--- src/rtl/ssd_scan_ctrl.sv ---
`default_nettype none
// ============================================================================
//  Module   : ssd_scan_ctrl
//  Purpose  : N-digit multiplexed seven-segment scanner with frame-synchronous
//             shadow loading, ghost blanking, PWM dimming and leading-zero blanking.
//  Revision : 1.0  initial release
// ============================================================================
module ssd_scan_ctrl #(
    parameter int NUM_DIGITS   = 8,
    parameter int SCAN_CYCLES  = 262144,
    parameter int BLANK_CYCLES = 64,
    parameter int BRIGHT_BITS  = 4
) (
    input  logic                          Clk,
    input  logic                          Reset_n,
    input  logic [4*NUM_DIGITS-1:0]       Digits,
    input  logic [NUM_DIGITS-1:0]         Dp_in,
    input  logic [NUM_DIGITS-1:0]         Digit_en,
    input  logic                          Lz_suppress,
    input  logic [BRIGHT_BITS-1:0]        Brightness,
    input  logic                          Load,
    output logic [NUM_DIGITS-1:0]         An,
    output logic [7:0]                    Cathodes,
    output logic [$clog2(NUM_DIGITS)-1:0] Scan_idx,
    output logic                          Frame_start,
    output logic                          Load_pending
);

    localparam int TICK_W = $clog2(SCAN_CYCLES);
    localparam int IDX_W  = $clog2(NUM_DIGITS);
    localparam logic [TICK_W-1:0] LAST_TICK = TICK_W'(SCAN_CYCLES - 1);
    localparam logic [TICK_W-1:0] BLANK_END = TICK_W'(BLANK_CYCLES);
    localparam logic [IDX_W-1:0]  LAST_IDX  = IDX_W'(NUM_DIGITS - 1);

    logic [TICK_W-1:0]       tick_q, tick_d;
    logic [IDX_W-1:0]        idx_q, idx_d;
    logic [BRIGHT_BITS-1:0]  pwm_q;
    logic                    frame_start_q, frame_start_d;
    logic                    pend_q, pend_d;
    logic [4*NUM_DIGITS-1:0] sh_dig_q;
    logic [NUM_DIGITS-1:0]   sh_dp_q, sh_en_q, sh_sup_q, sup_d;
    logic [NUM_DIGITS-1:0]   an_q, an_d;
    logic [7:0]              cath_q, cath_d;

    logic       slot_end, frame_wrap, capture;
    logic       lead;
    logic [3:0] cur_nib;
    logic       cur_dp, cur_en, cur_sup, pwm_on, visible;

    function automatic logic [6:0] hex7(input logic [3:0] n);
        case (n)
            4'h0: hex7 = 7'b0000001;
            4'h1: hex7 = 7'b1001111;
            4'h2: hex7 = 7'b0010010;
            4'h3: hex7 = 7'b0000110;
            4'h4: hex7 = 7'b1001100;
            4'h5: hex7 = 7'b0100100;
            4'h6: hex7 = 7'b0100000;
            4'h7: hex7 = 7'b0001111;
            4'h8: hex7 = 7'b0000000;
            4'h9: hex7 = 7'b0000100;
            4'hA: hex7 = 7'b0001000;
            4'hB: hex7 = 7'b1100000;
            4'hC: hex7 = 7'b0110001;
            4'hD: hex7 = 7'b1000010;
            4'hE: hex7 = 7'b0110000;
            default: hex7 = 7'b0111000;
        endcase
    endfunction

    assign slot_end   = (tick_q == LAST_TICK);
    assign frame_wrap = slot_end & (idx_q == LAST_IDX);
    // A Load landing on the wrap cycle itself is captured on that same edge.
    assign capture    = frame_wrap & (pend_q | Load);

    always_comb begin
        tick_d        = slot_end ? '0 : tick_q + 1'b1;
        idx_d         = idx_q;
        if (slot_end) begin
            idx_d = (idx_q == LAST_IDX) ? '0 : idx_q + 1'b1;
        end
        frame_start_d = frame_wrap;
        pend_d        = capture ? 1'b0 : (pend_q | Load);
    end

    // Leading-zero mask, walked from the most significant digit downwards.
    always_comb begin
        sup_d = '0;
        lead  = 1'b1;
        for (int k = NUM_DIGITS - 1; k >= 1; k--) begin
            sup_d[k] = Lz_suppress & lead & (Digits[4*k +: 4] == 4'h0) & ~Dp_in[k];
            lead     = lead & (~Digit_en[k] | sup_d[k]);
        end
    end

    always_comb begin
        cur_nib = 4'h0;
        cur_dp  = 1'b0;
        cur_en  = 1'b0;
        cur_sup = 1'b0;
        for (int k = 0; k < NUM_DIGITS; k++) begin
            if (idx_q == IDX_W'(k)) begin
                cur_nib = sh_dig_q[4*k +: 4];
                cur_dp  = sh_dp_q[k];
                cur_en  = sh_en_q[k];
                cur_sup = sh_sup_q[k];
            end
        end
    end

    assign pwm_on  = (&Brightness) | (pwm_q < Brightness);
    assign visible = cur_en & ~cur_sup & pwm_on & (tick_q >= BLANK_END);

    always_comb begin
        an_d   = '1;
        cath_d = 8'hFF;
        if (visible) begin
            an_d[idx_q] = 1'b0;
            cath_d      = {hex7(cur_nib), ~cur_dp};
        end
    end

    always_ff @(posedge Clk or negedge Reset_n) begin
        if (!Reset_n) begin
            tick_q        <= '0;
            idx_q         <= '0;
            pwm_q         <= '0;
            frame_start_q <= 1'b0;
            pend_q        <= 1'b0;
            sh_dig_q      <= '0;
            sh_dp_q       <= '0;
            sh_en_q       <= '0;
            sh_sup_q      <= '0;
            an_q          <= '1;
            cath_q        <= 8'hFF;
        end else begin
            tick_q        <= tick_d;
            idx_q         <= idx_d;
            pwm_q         <= pwm_q + 1'b1;
            frame_start_q <= frame_start_d;
            pend_q        <= pend_d;
            an_q          <= an_d;
            cath_q        <= cath_d;
            if (capture) begin
                sh_dig_q <= Digits;
                sh_dp_q  <= Dp_in;
                sh_en_q  <= Digit_en;
                sh_sup_q <= sup_d;
            end
        end
    end

    assign An           = an_q;
    assign Cathodes     = cath_q;
    assign Scan_idx     = idx_q;
    assign Frame_start  = frame_start_q;
    assign Load_pending = pend_q;

endmodule
`default_nettype wire
--- config.mk ---
export PLATFORM = sky130hd
export DESIGN_NAME = ssd_scan_ctrl
export DESIGN_NICKNAME = d
export VERILOG_FILES = /design/src/rtl/ssd_scan_ctrl.sv
export SDC_FILE = /design/constraint.sdc
export NUM_CORES = 1
export LEC_CHECK = 0
export CORE_ASPECT_RATIO = 1.2
export CORE_UTILIZATION = 54
export CTS_CLUSTER_DIAMETER = 100
export DETAILED_ROUTE_END_ITERATION = 10
export PLACE_DENSITY_LB_ADDON = 0.3
export SLEW_MARGIN = 20
export SYNTH_ARGS = -nofsm -noshare
export SYNTH_HDL_FRONTEND = slang
export SYNTH_SLANG_ARGS = --single-unit
export TNS_END_PERCENT = 100
--- constraint.sdc ---
create_clock -name Clk -period 3.73 [get_ports Clk]
set_clock_uncertainty 0.2 [all_clocks]
set_input_delay 0.746 -clock Clk [delete_from_list [all_inputs] [get_ports Clk]]
set_output_delay 0.746 -clock Clk [all_outputs]
set_load 0.01 [all_outputs]
==> results of run 1 <==
logic make-up after synthesis:
group	share of synthesized area, %
AOI/OAI and AO/OA	10.5
xor gates and xnor gates	3.25
adders and majority gates	4.64
buffers and inverters	3.56
DFF	51.0
muxes	11.9
and+or+nand+nor	15.3
power by group:
part | internal, mW | total, mW | switching [mW]
combinational | 0.0571 | 0.0971 | 0.0400
clock | 0.296 | 0.638 | 0.342
sequential | 1.06 | 1.06 | 0.0000000000000000143
placed cells by master, fill, tap and decap left out, types with 16 or more instances in the layout:
cell type and n:
clkdlybuf4s50_1 75, dfrtp_1 82, dfstp_2 16, ha_1 16
inv_1 22, mux2_2 48, nand2_1 23, nand3_1 20
nor2_1 25, o21ai_0 19
state kept, by name (all words and copies together) (netlist names):
name          cells
sh_dig_q         32
tick_q           18
An                8
Cathodes          8
sh_dp_q           8
sh_en_q           8
sh_sup_q          7
pwm_q             4
Scan_idx          3
Frame_start       1
Load_pending      1
cell usage after synthesis, types with 7 or more instances:
cell type,n
nand4_1,8
inv_1,22
o21ai_0,19
xnor2_1,12
dfrtp_1,82
mux2_2,48
nor2_1,25
a21oi_1,8
nor4_1,7
ha_1,18
nand3_1,20
nand3b_1,9
clkbuf_1,14
dfstp_2,16
nand2_1,23
per-stage QoR:
stage | hold slack (ps) | instances | total power [mW] | cell area (µm²) | util (%)
after detailed placement | 266 | 614 | 1.18 | 5750 | 66.4
final | 168 | 630 | 1.80 | 5940 | 68.6
after floorplan | 241 | 433 | 1.09 | 4850 | -
after global placement | 263 | 614 | 1.18 | 5750 | 66.4
after global routing | 218 | 630 | 1.87 | 5940 | 68.6
after CTS | 180 | 630 | 1.81 | 5930 | 68.6
final timing paths:
| path | startpoint | to | cells past startpoint |
|---|---|---|---|
| setup / recovery | Scan_idx[0] | Cathodes[7] | 10 |
| hold / removal | Reset_n | tick_q[8] | 1 |
| setup reg to reg | Scan_idx[0] | Cathodes[7] | 10 |
| hold reg to reg | sh_sup_q[7] | sh_sup_q[7] | 2 |
| max in group asynchronous | Reset_n | Cathodes[2] | 2 |
| min in group Clk | sh_sup_q[7] | sh_sup_q[7] | 2 |
area by class of cell:
| class | instances | area, µm² | area share (%) |
|---|---|---|---|
| flip-flops and latches | 98 | 2470 | 41.6 |
| repair buffers | 84 | 843 | 14.2 |
| multi-input cells | 293 | 2210 | 37.2 |
| inverters | 22 | 82.6 | 1.39 |
| well taps | 117 | 146 | 2.46 |
| clock buffers | 14 | 173 | 2.91 |
| clock inverters | 2 | 10.0 | 0.169 |
layer usage:
layer | share of wire [%] | up-vias
li1 | - | 1728
met1 | 42 | 1813
met2 | 53 | 83
met3 | 3.4 | 15
met4 | 1.8 | 0
met5 | 0 | -
timing repair:
action | 4_1_cts | 5_1_grt
endpoints found under the setup margin | 0 | 2
resized for setup | 0 | 2
hold endpoints to repair | 0 | 0
==> metrics, run 1 <==
status finished clean; Die Y 106 µm; period utilization a little over 90%; Pleak roughly 2.6 nW; die footprint 9370 µm²; Core Region 8660 µm²; Initial DRC Count approximately 140; GRT met1 Usage between 30% and 40%; vias in the first global route ~3600; Filler Cell Count ~650; EDFF count, synth 0; maximum number of pins on one net before global-route repair 62; Worst-path clk slew 90 ps; met3 usage under 10%; n_diodes 0; YS warnings 0; worst-path cell chain inv_1 -> ha_2 -> and2_1 -> a311oi_1 -> a32oi_1 -> o31a_1 -> ha_1 -> or4b_2 -> o31ai_1 -> a22oi_1; # hold bufs at CTS 0; final WL 10400 µm; HPWL after DPL a little under 8000 µm; critical setup path kind reg2reg; Port Buf Inserts between 70 and 80; Post-Syn Instances 433; vias per cell between 5 and 6; syn avg cell area approximately 11 µm²; Yosys top cell by area dfrtp_1; worst path bufs/invs 1; Critical Path RT roughly 3800 ps; routed vias between 3000 and 4000; library cells used by synthesis between 60 and 70; Final Hold Viols 0; Seq/Total Area, Yosys 51.0%; Peak Freq about 290 MHz; CTS tree yes; Starting Density between 50% and 60%; gr ovfl total 0; Routed Antenna Nets 0; DRC 0; CP endpoint kind flop; Max-slew headroom 50.4%; R2R setup slack roughly 270 ps; CP peak stage delay 700 ps; initial antenna violation count 0; Area Overhead vs Synth 22.4%; FP Rows 37; Slew @ Worst Pin roughly 740 ps; max-cap violations 0; die width just under 90 µm; ys flop type dfrtp_1; Max VDD drop about 0.00024 V; worst slack, placed 253 ps; gpl congestion a little over 0.9; Post-CTS Setup Inserts 0; Tmin final roughly 3500 ps; CTS sink count about 100; Worst Path Max Fanout 10; final setup fails 0; wire per inst ~16 µm; top cells by area, synth dfrtp_1 42%, mux2_2 11%, dfstp_2 8.7%, ha_1 4.6%, xnor2_1 2.2%; Yosys top cell area share 42.3%; cell family with most CP delay compound AO/OA/AOI/OAI gates; Clock Tree Buf Depth 2; GRT Max-Usage Layer met2; clk root buf clkbuf_8; critical path launch point type flop; crit path DAT approximately 3500 ps; met2 GRT Util 39.5%; Cell Area, Synth around 4900 µm²; final net count 582; setup_tns 0 ps; Synth Register Bits 98; Cell Pwr Density ~300 nW/µm²; Ports 77; clk_lat worst skew 360 ps; Setup WS post-layout ~270 ps; Total GRT Usage 24.1%; Hold Path Class in2async; first-pass GRT wire length approximately 17000 µm; RSZ-0062 raised after global routing false; share of cells above drive strength 1 a little under a fifth; Crit-path slowest cell or4b_2; H-tree depth 3; CTS buffer count 9; FFs w/ async S/R, synth 100%; DRT Pass-1 Iters 4; fin. max-slew vios 0; syn nets roughly 500
(Power assumes the default switching activity.)
==> run 2, diff against run 1 <==
--- a/config.mk
+++ b/config.mk
@@ -6,7 +6,7 @@
 export NUM_CORES = 1
 export LEC_CHECK = 0
 export CORE_ASPECT_RATIO = 1.2
-export CORE_UTILIZATION = 54
+export CORE_UTILIZATION = 49
 export CTS_CLUSTER_DIAMETER = 100
 export DETAILED_ROUTE_END_ITERATION = 10
 export PLACE_DENSITY_LB_ADDON = 0.3
==> constraint.sdc (replaced) <==
create_clock -name Clk -period 3 [get_ports Clk]
set_clock_uncertainty 0.2 [all_clocks]
set_input_delay 0.6 -clock Clk [delete_from_list [all_inputs] [get_ports Clk]]
set_output_delay 0.6 -clock Clk [all_outputs]
set_load 0.01 [all_outputs]
==> metrics, run 2 (synthesized netlist as in run 1, its figures left out) <==
Slew @ Worst Pin 931 ps (+188 ps); Core Region 9560 µm² (+10%); Cell Pwr Density 410 nW/µm² (+35%); Starting Density 50.7% (-5.3 points); critical setup path kind reg2reg; # hold bufs at CTS 0 (unchanged); max-cap violations 0 (unchanged); DRT Pass-1 Iters 4 (unchanged); FP Rows 39 (+5.4%); clk_lat worst skew 350 ps (about the same); Area Overhead vs Synth 31.7%; initial antenna violation count 0 (unchanged); final WL 11000 µm (+5.8%); Final Cell Area 6390 µm² (+7.6%); CTS sink count 98 (unchanged); Final Hold Viols 0 (unchanged); largest registers sh_dig_q x32, tick_q x18; die width 92.8 µm (+4.9%); final setup fails 0 (unchanged); crit path DAT 2990 ps (-550 ps); CTS buffer count 9 (unchanged); setup_tns 0 ps (unchanged); HPWL after DPL 7900 µm (+2.1%); Die Y 111 µm (+4.9%); fin. max-slew vios 0 (unchanged); vias in the first global route 3819 (+5.8%); Top reg by flops sh_dig_q; Worst Path Max Fanout 5 (-5); first-pass GRT wire length 18200 µm (+6.6%); Critical Path RT 3050 ps (-760 ps); Clock Tree Buf Depth 2 (unchanged); number of flip-flops under the largest register name 32 (unchanged); H-tree depth 3 (unchanged); gpl congestion 0.894 (-2.5%); CP peak stage delay 520 ps (-180 ps); Hold Path Class in2async; n_diodes 0 (unchanged); Max VDD drop 0.000282 V (+17%); clk root buf clkbuf_16; Top Layer Used met4; Peak Freq 339 MHz (+18%); Ports 77 (unchanged); status finished clean; die footprint 10300 µm² (+10%); DRC 0 (unchanged); CP endpoint kind flop; most frequent cells in the layout 80 x dfrtp_1, 75 x clkdlybuf4s50_1, 48 x mux2_2, 31 x buf_4, 24 x nor2_1; Initial DRC Count 142 (-0.70%); Area after DPL 5910 µm² (+2.8%); Crit-path slowest cell or4_1; metal3 WL 535 µm (+50%); most common cell after layout, fill and taps aside dfrtp_1; gr ovfl total 0 (unchanged); Pleak 2.84 nW (+7.3%); critical path launch point type flop; maximum number of pins on one net before global-route repair 79 (+27%); met2 WL post-DR 5550 µm (+1.5%); final net count 607 (+4.3%); Placed Instances 636 (+3.6%); CTS tree yes; final std cells w/o fill 661 (+4.9%); overall power 2.62 mW (+46%); Max-slew headroom 37.9% (-13 points); routed vias 3760 (+3.3%); Total GRT Usage 22.9% (-1.2 points); period utilization 98.2% (+5.4 points); Worst-path clk slew 70 ps (-20 ps); Metal-1 WL 4490 µm (+2.7%); Routed Antenna Nets 0 (unchanged); Tmin final 2950 ps (-516 ps); Port Buf Inserts 76 (unchanged); vias per cell 5.69 (-1.5%); RSZ-0062 raised after global routing true; wire per inst 16.6 µm (+0.82%); worst-path cell chain ha_2 -> and2b_4 -> a221oi_2 -> or4_1 -> a31o_4 -> buf_4 -> ha_1 -> nor2_2 -> a211oi_2 -> o21ai_1; share of cells above drive strength 1 26.4% (+7.7 points)
-- run 2: cell count changes in the layout (fill, tap and decap cells not counted), sizes merged --
cell,delta
inv,+1
buf,+25
clkbuf,-2
bufinv,+1
-- run 2: worst max-delay path, delay by kind of cell (launching register included) --
family                     cells  cell delay (ps)
and+or+nand+nor                3              850
AOI/OAI and AO/OA              4              640
adders and majority gates      2              530
DFF                            1              470
buffers and inverters          1              150
-- run 2: final timing paths --
check	startpoint	end	slack, ps	cells past startpoint
max	Scan_idx[0]	Cathodes[4]	50	10
min	Reset_n	tick_q[10]	190	1
max reg2reg	Scan_idx[0]	Cathodes[4]	50	10
min reg2reg	pwm_q[3]	pwm_q[3]	280	1
max in group asynchronous	Reset_n	sh_dig_q[4]	1640	2
min in group Clk	pwm_q[3]	pwm_q[3]	280	1
-- run 2: layout make-up --
type,count,area (µm²)
multi-input cells,293,2330
flip-flops and latches,98,2470
clock buffers,12,256
fillers,751,3170
repair buffers,109,1030
inverters,22,87.6
well taps,123,154
clock inverters,4,48.8
-- run 2: what timing repair did --
action | in CTS | in global routing
gates resized for setup | 4 | 18
gates cloned | 0 | 0
setup endpoints to repair | 2 | 6
pin swaps | 0 | 8
setup buffers | 1 | 8
-- run 2: stage by stage --
| stage | hold WS, ps | utilization, % | setup slack, ps |
|---|---|---|---|
| 4_1_cts | 231 | 65.3 | 42.0 |
| 3_3_place_gp | 260 | 61.8 | 102 |
| 5_1_grt | 281 | 66.8 | -60.9 |
| 2_1_floorplan | 104 | - | 4.38 |
| 3_5_place_dp | 266 | 61.8 | -15.2 |
| 6_report | 190 | 66.8 | 53.1 |
-- run 2: report_power, final --
group,internal [mW],leakage (nW),switching (mW),total (mW)
registers,1.32,1.29,0.0000000000000000170,1.32
clock network,0.692,0.153,0.484,1.18
logic,0.0699,1.40,0.0501,0.120
-- run 2: layer usage --
metal	up-vias	global-route usage, %
li1	1763	-
met1	1849	28.7
met2	113	37.9
met3	35	4.12
met4	0	11.1
met5	-	0
==> run 3, diff against run 2 <==
--- a/config.mk
+++ b/config.mk
@@ -5,9 +5,11 @@
 export SDC_FILE = /design/constraint.sdc
 export NUM_CORES = 1
 export LEC_CHECK = 0
+export CAP_MARGIN = 20
 export CORE_ASPECT_RATIO = 1.2
 export CORE_UTILIZATION = 49
 export CTS_CLUSTER_DIAMETER = 100
+export CTS_CLUSTER_SIZE = 20
 export DETAILED_ROUTE_END_ITERATION = 10
 export PLACE_DENSITY_LB_ADDON = 0.3
 export SLEW_MARGIN = 20
==> results of run 3 <==
No change in the layout: final DEF, timing and power equal those of run 2.
